[config.mk]
export PLATFORM = sky130hd
export DESIGN_NAME = game_sequencer_flat
export DESIGN_NICKNAME = d
export VERILOG_FILES = /design/src/rtl/game_sequencer_if.sv /design/src/rtl/game_sequencer.sv /design/src/flat_wrapper.sv
export SDC_FILE = /design/constraint.sdc
export NUM_CORES = 1
export LEC_CHECK = 0
export CAP_MARGIN = 20
export CELL_PAD_IN_SITES_DETAIL_PLACEMENT = 2
export CELL_PAD_IN_SITES_GLOBAL_PLACEMENT = 2
export CORE_MARGIN = 2
export CORE_UTILIZATION = 34
export DETAILED_ROUTE_END_ITERATION = 7
export GPL_TIMING_DRIVEN = 0
export HOLD_SLACK_MARGIN = 0.02
export PLACE_DENSITY = 0.75
export SYNTH_ARGS = -nofsm -noshare
export SYNTH_HDL_FRONTEND = slang
export SYNTH_SLANG_ARGS = --single-unit
export TNS_END_PERCENT = 10
[constraint.sdc]
create_clock -name clk -period 1.8 [get_ports clk]
set_input_delay 0.27 -clock clk [delete_from_list [all_inputs] [get_ports clk]]
set_output_delay 0.27 -clock clk [all_outputs]
set_load 0.02 [all_outputs]
[src/rtl/game_sequencer_if.sv]
// rtl/game_sequencer_if.sv - control/status bundle between game sequencer and game datapath
interface game_sequencer_if;
  // controls and flags into the sequencer
  logic       start_btn;
  logic       pause_btn;
  logic       frame_tick;
  logic       lossA;
  logic       lossB;
  logic       wall_col;
  // sequencer outputs to the datapath and status observers
  logic       game_en;
  logic       round_rst_n;
  logic       gmv;
  logic [2:0] state;
  logic [1:0] winner;
  logic [7:0] round_cnt;

  // side that drives buttons, frame ticks and collision flags
  modport master (
    output start_btn, pause_btn, frame_tick, lossA, lossB, wall_col,
    input  game_en, round_rst_n, gmv, state, winner, round_cnt
  );

  // the sequencer itself
  modport slave (
    input  start_btn, pause_btn, frame_tick, lossA, lossB, wall_col,
    output game_en, round_rst_n, gmv, state, winner, round_cnt
  );
endinterface

[src/rtl/game_sequencer.sv]
// rtl/game_sequencer.sv - match/serve/play/over sequencer; optional pause state via GAME_SEQUENCER_PAUSE_EN
module game_sequencer #(
  parameter int SERVE_FRAMES = 60,
  parameter int OVER_FRAMES  = 180
) (
  input  logic           clk,
  input  logic           rst_n,
  game_sequencer_if.slave bus
);

  localparam logic [2:0] IDLE  = 3'd0;
  localparam logic [2:0] CLEAR = 3'd1;
  localparam logic [2:0] SERVE = 3'd2;
  localparam logic [2:0] PLAY  = 3'd3;
  localparam logic [2:0] PAUSE = 3'd4;
  localparam logic [2:0] OVER  = 3'd5;

  localparam logic [7:0] SERVE_LAST = 8'(SERVE_FRAMES - 1);
  localparam logic [7:0] OVER_LAST  = 8'(OVER_FRAMES);
  localparam logic [7:0] ROUND_MAX  = 8'd255;

  logic [2:0] state_q;
  logic [2:0] state_d;
  logic [2:0] resume_q;
  logic [7:0] serve_cnt;
  logic [7:0] over_cnt;
  logic [7:0] round_cnt_q;
  logic [1:0] winner_q;
  logic       play_pulse;

  logic       start_q;
  logic       pause_q;
  logic       wall_q;
  // armed stays low for the first cycle after reset so a level already high
  // at release is absorbed into the edge registers instead of reading as an edge
  logic       armed;

  logic       start_edge;
  logic       pause_edge;
  logic       wall_edge;
  logic       loss_any;

  assign start_edge = armed & bus.start_btn & ~start_q;
  assign wall_edge  = armed & bus.wall_col  & ~wall_q;
  assign loss_any   = bus.lossA | bus.lossB;

`ifdef GAME_SEQUENCER_PAUSE_EN
  assign pause_edge = armed & bus.pause_btn & ~pause_q;
`else
  logic unused_pause;
  assign pause_edge   = 1'b0;
  assign unused_pause = pause_q;
`endif

  // edge-detect registers for the button and wall-collision levels
  always_ff @(posedge clk or negedge rst_n) begin
    if (!rst_n) begin
      start_q <= 1'b0;
      pause_q <= 1'b0;
      wall_q  <= 1'b0;
      armed   <= 1'b0;
    end else begin
      start_q <= bus.start_btn;
      pause_q <= bus.pause_btn;
      wall_q  <= bus.wall_col;
      armed   <= 1'b1;
    end
  end

  // next-state selection; PLAY exits ordered loss, point, pause
  always_comb begin
    state_d = state_q;
    case (state_q)
      IDLE: begin
        if (start_edge) state_d = CLEAR;
      end
      CLEAR: begin
        state_d = SERVE;
      end
      SERVE: begin
        if (pause_edge)
          state_d = PAUSE;
        else if (bus.frame_tick && (serve_cnt == SERVE_LAST))
          state_d = PLAY;
      end
      PLAY: begin
        if (loss_any)
          state_d = OVER;
        else if (wall_edge)
          state_d = SERVE;
        else if (pause_edge)
          state_d = PAUSE;
      end
      PAUSE: begin
        if (pause_edge) state_d = resume_q;
      end
      OVER: begin
        if (start_edge && (over_cnt == OVER_LAST)) state_d = CLEAR;
      end
      default: begin
        state_d = IDLE;
      end
    endcase
  end

  // state register plus the state to return to when leaving PAUSE
  always_ff @(posedge clk or negedge rst_n) begin
    if (!rst_n) begin
      state_q  <= IDLE;
      resume_q <= IDLE;
    end else begin
      state_q <= state_d;
      if ((state_d == PAUSE) && (state_q != PAUSE)) resume_q <= state_q;
    end
  end

  // serve hold-off counter: counts frames in SERVE, cleared on release into PLAY
  always_ff @(posedge clk or negedge rst_n) begin
    if (!rst_n) begin
      serve_cnt <= 8'd0;
    end else if (state_q == CLEAR) begin
      serve_cnt <= 8'd0;
    end else if (state_q == SERVE) begin
      if (state_d == PLAY)
        serve_cnt <= 8'd0;
      else if ((state_d == SERVE) && bus.frame_tick)
        serve_cnt <= serve_cnt + 8'd1;
    end
  end

  // game-over dwell counter: restarts on OVER entry, saturates at OVER_FRAMES
  always_ff @(posedge clk or negedge rst_n) begin
    if (!rst_n) begin
      over_cnt <= 8'd0;
    end else if ((state_d == OVER) && (state_q != OVER)) begin
      over_cnt <= 8'd0;
    end else if ((state_q == OVER) && bus.frame_tick && (over_cnt != OVER_LAST)) begin
      over_cnt <= over_cnt + 8'd1;
    end
  end

  // points-played counter and winner capture
  always_ff @(posedge clk or negedge rst_n) begin
    if (!rst_n) begin
      round_cnt_q <= 8'd0;
      winner_q    <= 2'b00;
    end else if (state_q == CLEAR) begin
      round_cnt_q <= 8'd0;
      winner_q    <= 2'b00;
    end else if (state_q == PLAY) begin
      if (state_d == OVER)
        winner_q <= {bus.lossA, bus.lossB};
      else if ((state_d == SERVE) && (round_cnt_q != ROUND_MAX))
        round_cnt_q <= round_cnt_q + 8'd1;
    end
  end

  // one-cycle datapath step after each frame tick that keeps the game in PLAY
  always_ff @(posedge clk or negedge rst_n) begin
    if (!rst_n)
      play_pulse <= 1'b0;
    else
      play_pulse <= (state_q == PLAY) && (state_d == PLAY) && bus.frame_tick;
  end

  // outputs decode from reset-cleared registers, so reset drops them at once
  assign bus.game_en     = (state_q == CLEAR) | play_pulse;
  assign bus.round_rst_n = (state_q == SERVE) | (state_q == PLAY) |
                           (state_q == PAUSE) | (state_q == OVER);
  assign bus.gmv         = (state_q == CLEAR);
  assign bus.state       = state_q;
  assign bus.winner      = winner_q;
  assign bus.round_cnt   = round_cnt_q;

endmodule
[src/flat_wrapper.sv]
// flat-port wrapper written by rule: the top's interface ports become plain ports
module game_sequencer_flat 
#(
  parameter int SERVE_FRAMES = 60,
  parameter int OVER_FRAMES  = 180
)
  (clk, rst_n, bus_start_btn, bus_pause_btn, bus_frame_tick, bus_lossA, bus_lossB, bus_wall_col, bus_game_en, bus_round_rst_n, bus_gmv, bus_state, bus_winner, bus_round_cnt);
  game_sequencer_if bus_i ();
  input  logic clk;
  input  logic rst_n;
  input wire logic [$bits(bus_i.start_btn)-1:0] bus_start_btn;
  input wire logic [$bits(bus_i.pause_btn)-1:0] bus_pause_btn;
  input wire logic [$bits(bus_i.frame_tick)-1:0] bus_frame_tick;
  input wire logic [$bits(bus_i.lossA)-1:0] bus_lossA;
  input wire logic [$bits(bus_i.lossB)-1:0] bus_lossB;
  input wire logic [$bits(bus_i.wall_col)-1:0] bus_wall_col;
  output wire logic [$bits(bus_i.game_en)-1:0] bus_game_en;
  output wire logic [$bits(bus_i.round_rst_n)-1:0] bus_round_rst_n;
  output wire logic [$bits(bus_i.gmv)-1:0] bus_gmv;
  output wire logic [$bits(bus_i.state)-1:0] bus_state;
  output wire logic [$bits(bus_i.winner)-1:0] bus_winner;
  output wire logic [$bits(bus_i.round_cnt)-1:0] bus_round_cnt;
  assign bus_i.start_btn = bus_start_btn;
  assign bus_i.pause_btn = bus_pause_btn;
  assign bus_i.frame_tick = bus_frame_tick;
  assign bus_i.lossA = bus_lossA;
  assign bus_i.lossB = bus_lossB;
  assign bus_i.wall_col = bus_wall_col;
  assign bus_game_en = bus_i.game_en;
  assign bus_round_rst_n = bus_i.round_rst_n;
  assign bus_gmv = bus_i.gmv;
  assign bus_state = bus_i.state;
  assign bus_winner = bus_i.winner;
  assign bus_round_cnt = bus_i.round_cnt;
  game_sequencer #(.SERVE_FRAMES(SERVE_FRAMES), .OVER_FRAMES(OVER_FRAMES)) u_core (.clk(clk), .rst_n(rst_n), .bus(bus_i));
endmodule
After elaboration in Yosys (flattened, before gate mapping):

Cells that the tools add are included.

* logic and storage cells: 75
* register bits after elaboration: 33
* bits of input ports: 8

* add/sub/neg operators: 3
* eq/ne operators: 14
* bitwise operators: 11
* muxes and demuxes: 19
* reduce and logical (&&, ||, !) cells: 19

Operator list (count)
* $mux W8: 10
* $add A8 B1 Y8 const B: 3
* $pmux W3 S6: 1
* $ne A8 B8 Y1 const B: 2
* $mux W3: 5
* $eq A3 B2 Y1 const B: 4
* $reduce_bool A2 Y1: 5
* $eq A3 B3 Y1 const B: 3
* $logic_and A1 B1 Y1: 9
* $eq A8 B6 Y1 const B: 1
* $eq A8 B8 Y1 const B: 1
* $mux W2: 3
* $or A1 B1 Y1: 5
* $and A1 B1 Y1: 4
* $reduce_and A2 Y1: 2
* $eq A3 B1 Y1 const B: 1
* $logic_not A3 Y1: 1
* $ne A3 B3 Y1 const B: 1
* $reduce_and A3 Y1: 1
* $reduce_bool A3 Y1: 1
* $ne A2 B2 Y1 const B: 1
* $not A1 Y1: 2

Longest topological paths before layout:

Gate-level depths: netlist of the first run.

* word-level depth: 11
* depth in mapped cells: 6
* depth with buffers taken out: 6

Worst setup path after synthesis of the first run:

Ideal clock, no wire load.

* kind: reg-to-reg
* start: register u_core.state_q[1], in the netlist u_core.bus.state[1]
* end: register u_core.serve_cnt[1]
* arrival time: 1.638 ns
* setup slack: 0.041 ns
* buffers on the path: 1
* period minus slack after synthesis: 1.759 ns
* cell stages (with the launch flop): 6
* data required time: 1.679 ns
* cell sequence: dfrtp_1 buf_2 or3b_2 inv_2 nor2_1 a22o_1

RTL lines
* from (decl): RTL line game_sequencer.sv:22 `logic [2:0] state_q;`
* from (signal assigned): RTL line game_sequencer.sv:112 `state_q <= state_d;`
* $eq A3 B1 Y1 *
* named net bus_gmv: RTL line flat_wrapper.sv:19 `output wire logic [$bits(bus_i.gmv)-1:0] bus_gmv;`
* $pmux W3 S6: RTL line game_sequencer.sv:73 `case (state_q)`
* $eq A3 B2 Y1 (on tied branches): RTL line game_sequencer.sv:124, game_sequencer.sv:126
* $mux W8 / $logic_and A1 B1 Y1 (equally long branches): RTL line game_sequencer.sv:124, game_sequencer.sv:126
* $mux W8 / $reduce_bool A3 Y1 (equally long branches)
* $mux W8 / $reduce_and A2 Y1 (equally long branches)
* to (signal assigned): RTL line game_sequencer.sv:127 `serve_cnt <= serve_cnt + 8'd1;`
* to (decl): RTL line game_sequencer.sv:25 `logic [7:0] serve_cnt;`

Mark *: on every way through the listed nets, which the timed path passes. The rest lies on a longest branch. The select of a mux whose other input is x is not followed.
A chain may end at the register's enable or synchronous reset.

Worst setup path in the final report of the first run:

* start: register u_core.state_q[1], in the netlist u_core.bus.state[1]
* end: output bus_game_en

* cells in the longest elaborated chain, start to end: 2

RTL lines
* $eq A3 B1 Y1: RTL line game_sequencer.sv:167 `assign bus.game_en = (state_q == CLEAR) | play_pulse;`
* $or A1 B1 Y1: RTL line game_sequencer.sv:167
* to (decl): RTL line flat_wrapper.sv:17 `output wire logic [$bits(bus_i.game_en)-1:0] bus_game_en;`

Every way passes these cells.

==> results of run 1 <==
[placed cells by master, fill, tap and decap left out, types with 2 or more instances in the layout]
cell type / count
and4b_1: 2
clkdlybuf4s50_1: 17
o31ai_1: 3
clkbuf_1: 2
buf_4: 12
clkbuf_8: 6
nand3_1: 7
and3_1: 5
a22o_1: 2
inv_1: 9
nor2_1: 19
ha_1: 2
xor2_1: 8
dfrtp_1: 33
and2_1: 3
o21ai_0: 5
or3_1: 3
nand2_1: 13
nor3_1: 5
nand3b_1: 4
a21oi_1: 6
o21a_1: 2
o211ai_1: 2
buf_6: 2
nand2b_1: 3
nand4_1: 6
mux2i_1: 7
[cells by family (layout without fill, tap and decap cells)]
| logic type | count (synthesis) | after routing |
|---|---|---|
| muxes | 7 | 7 |
| xor gates and xnor gates | 9 | 9 |
| other | 1 | 1 |
| and+or+nand+nor | 85 | 85 |
| buffers and inverters | 15 | 55 |
| DFF | 33 | 33 |
| adders and majority gates | 4 | 4 |
| AOI/OAI and AO/OA | 33 | 33 |
[flip-flops by register name, summed over array words and instances (netlist names)]
register and flops:
u_core.start_q 1, u_core.bus.round_cnt 8, u_core.bus.state 3, u_core.play_pulse 1
u_core.serve_cnt 8, u_core.wall_q 1, u_core.over_cnt 8, u_core.armed 1
u_core.bus.winner 2
[how the worst min path moves through the flow]
stage | start | endpoint | cells past startpoint
6_report | rst_n | u_core.serve_cnt[3]$_DFFE_PN0P_ | 1
4_1_cts | rst_n | u_core.serve_cnt[3]$_DFFE_PN0P_ | 1
3_3_place_gp | u_core.serve_cnt[0]$_DFFE_PN0P_ | u_core.serve_cnt[0]$_DFFE_PN0P_ | 1
5_1_grt | rst_n | u_core.serve_cnt[3]$_DFFE_PN0P_ | 1
2_1_floorplan | rst_n | u_core.armed$_DFF_PN0_ | 0
3_5_place_dp | rst_n | u_core.serve_cnt[3]$_DFFE_PN0P_ | 1
[power by group through the flow]
stage | Combinational [mW] | Clock (mW) | Sequential [mW]
after floorplan | 0.671 | 0 | 1.21
after global placement | 1.26 | 0 | 1.10
after detailed placement | 1.32 | 0 | 1.13
after CTS | 1.35 | 0.739 | 1.11
after global routing | 1.69 | 0.788 | 1.16
final | 1.56 | 0.728 | 1.12
[layout make-up]
type | instances | share of cell area
multi-input combinational | 139 | 0.420
sequential | 33 | 0.341
timing repair buffer | 32 | 0.120
tap | 70 | 0.0361
clock buffer | 7 | 0.0356
buffer | 5 | 0.0186
inverter | 10 | 0.0165
clock inverter | 1 | 0.0124
[critical path, delay by kind of cell (launching register included)]
| family | cells | cell delay [ns] |
|---|---|---|
| buffers and inverters | 3 | 0.38 |
| flip-flops | 1 | 0.40 |
| AND/OR/NAND/NOR | 2 | 0.48 |
[repair_timing]
action,CTS,global route
gates resized for setup,16,21
cloned,0,0
pin swaps,0,7
buffers inserted,1,9
setup endpoints to repair,14,27
[layer usage]
layer,global-route usage,vias to the layer above,share of wire
met5,0,-,0
met4,0.0375,0,0.0064
met3,0.0341,4,0.022
met2,0.323,23,0.52
met1,0.248,821,0.45
li1,-,760,-
==> results.json, run 1 <==
{
  "yosysTopAreaCell": "dfrtp_1",
  "drt_iter0_drc": 91,
  "drt-total-wl_mm": 5.61,
  "synth_nets": 199,
  "die_h_um": 77.3,
  "cts.reportedPaths.clkPinSlew_ns": 0.08,
  "avgRoutedWirePerCell_um": 18.9,
  "floorplan.core_area_sq_um": 5140,
  "antenna_found_initial": 0,
  "crit_top_cell": "buf_6",
  "dp.cells": 279,
  "vias": 1608,
  "synthSimpleGateAreaFrac": 0.269,
  "portBuffers": 22,
  "dp_slack_ns": -0.445,
  "grt_usage": 0.188,
  "whs_ns": 0.0667,
  "synthArstFlopShare": 1.00,
  "status": "complete, but fails checks",
  "setup_ws_ns": -0.0133,
  "worstSetupPathType": "flip-flop to primary output",
  "synth_compound_area_frac": 0.132,
  "required_ns": 1.53,
  "cts_tree": "done",
  "synth_cells": 187,
  "vias_per_cell": 5.41,
  "crit_end": "bus_game_en",
  "critPathLaunch": "u_core.bus.state[1]$_DFF_PN0_",
  "max_freq_mhz": 551,
  "synth_cell_types": 51,
  "fin_area_sq_um": 2420,
  "r2r-end": "u_core.bus.round_cnt[2]$_DFFE_PN0P_",
  "first_global_vias": 1764,
  "finalClockSkew_ns": 0.0113,
  "seq_area_frac_synth": 0.452,
  "seqPwrFrac": 0.329,
  "yosysTopAreaCellShare": 0.452,
  "grt_setup_unrepaired": "yes",
  "slowest_stage": "or3b_4",
  "synth-edff-count": 0,
  "dieArea_sq_um": 5970,
  "clockBufferDepth": 2,
  "violations": "setup timing",
  "postCtsHoldBufs": 0,
  "r2r-start": "u_core.bus.round_cnt[0]$_DFFE_PN0P_",
  "r2r_cells": 5,
  "fillers": 579,
  "tightest_slew_ns": 0.796,
  "max_cap_viol_count": 0,
  "regArea_sq_um": 826,
  "numCtsBuffers": 5,
  "yosys_most_used_dff": "dfrtp_1",
  "ant_nets": 0,
  "die_w_um": 77.3,
  "max_stage_delay_ns": 0.43,
  "path_max_fanout": 3,
  "path_cells": "buf_6 -> or3b_4 -> buf_8 -> nand2b_4 -> buf_6",
  "yosys-top-cells-count": "dfrtp_1, nor2_1, nand2_1",
  "setup-tns-final_ns": -0.0238,
  "clock_latency_ns": 0.28,
  "fin_cells": 297,
  "crit_arrival_ns": 1.54,
  "p_sw_frac": 0.393,
  "syn_to_final_growth_pct": 32.8,
  "synthMuxAreaShare": 0.0384,
  "synth_area_leaders": "dfrtp_1, nor2_1, mux2i_1",
  "leakage_nw": 1.08,
  "synth_top_family_by_area": "simple AND/OR/NAND/NOR gates",
  "peakVddDrop_mv": 0.738,
  "grt_pass1_wl_mm": 9.00,
  "io_pins": 24,
  "hold_viol_final": 0,
  "power_mw": 3.41,
  "antenna_cells": 0,
  "cts_root_buf": "clkbuf_8",
  "cts_max_level": 2,
  "p_clk_frac": 0.213,
  "num_rows": 26,
  "yosysWarnings": 0,
  "setup_viol": 2,
  "crit_path_end_kind": "primary output",
  "synth_xor_area_frac": 0.0432,
  "combPwrFrac": 0.457,
  "fin_crit_ns": 1.81,
  "final_nets": 238,
  "synth_area_sq_um": 1830,
  "power.density_nw_per_um2": 1410,
  "switchingPower_mw": 1.34,
  "synth_fa_ha_area_frac": 0.0274,
  "utilization": 0.472,
  "final_max_slew_viol_count": 0,
  "start_util": 0.355,
  "avgSynthCellArea_sq_um": 9.76,
  "place_congestion": 0.789,
  "finalCritPeriodShare": 1.01,
  "dpl.hpwl_mm": 3.82,
  "layout-drive-gt1-share": 0.181,
  "multi_input_area_sq_um": 1020,
  "maxSlewHeadroom": 0.469,
  "ys_ff_latch": 33,
  "cts.sinks": 33,
  "grt_start_max_net_pins": 34,
  "crit_path_start_kind": "flip-flop",
  "place_area_sq_um": 2130,
  "yosysMostFrequentCell": "dfrtp_1",
  "drc": 0,
  "reg2reg_slack_ns": -0.01,
  "gr-total-overflow": 0,
  "drt-pass1-iter-count": 4,
  "p_int_mw": 2.07,
  "hold_path.class": "input pin to async pin"
}
No activity file was read; power rests on OpenSTA's default activity.
==> inputs of run 2 (changes only) <==
CAP_MARGIN = not set   (was 20)
==> results of run 2 <==
Same layout as run 1: the final DEF is identical, and so are final timing and power.
==> inputs of run 3 (changes only) <==
ABC_CLOCK_PERIOD_IN_PS = 1800   (was not set)
==> results of run 3 <==
Same layout as run 1: the final DEF is identical, and so are final timing and power.
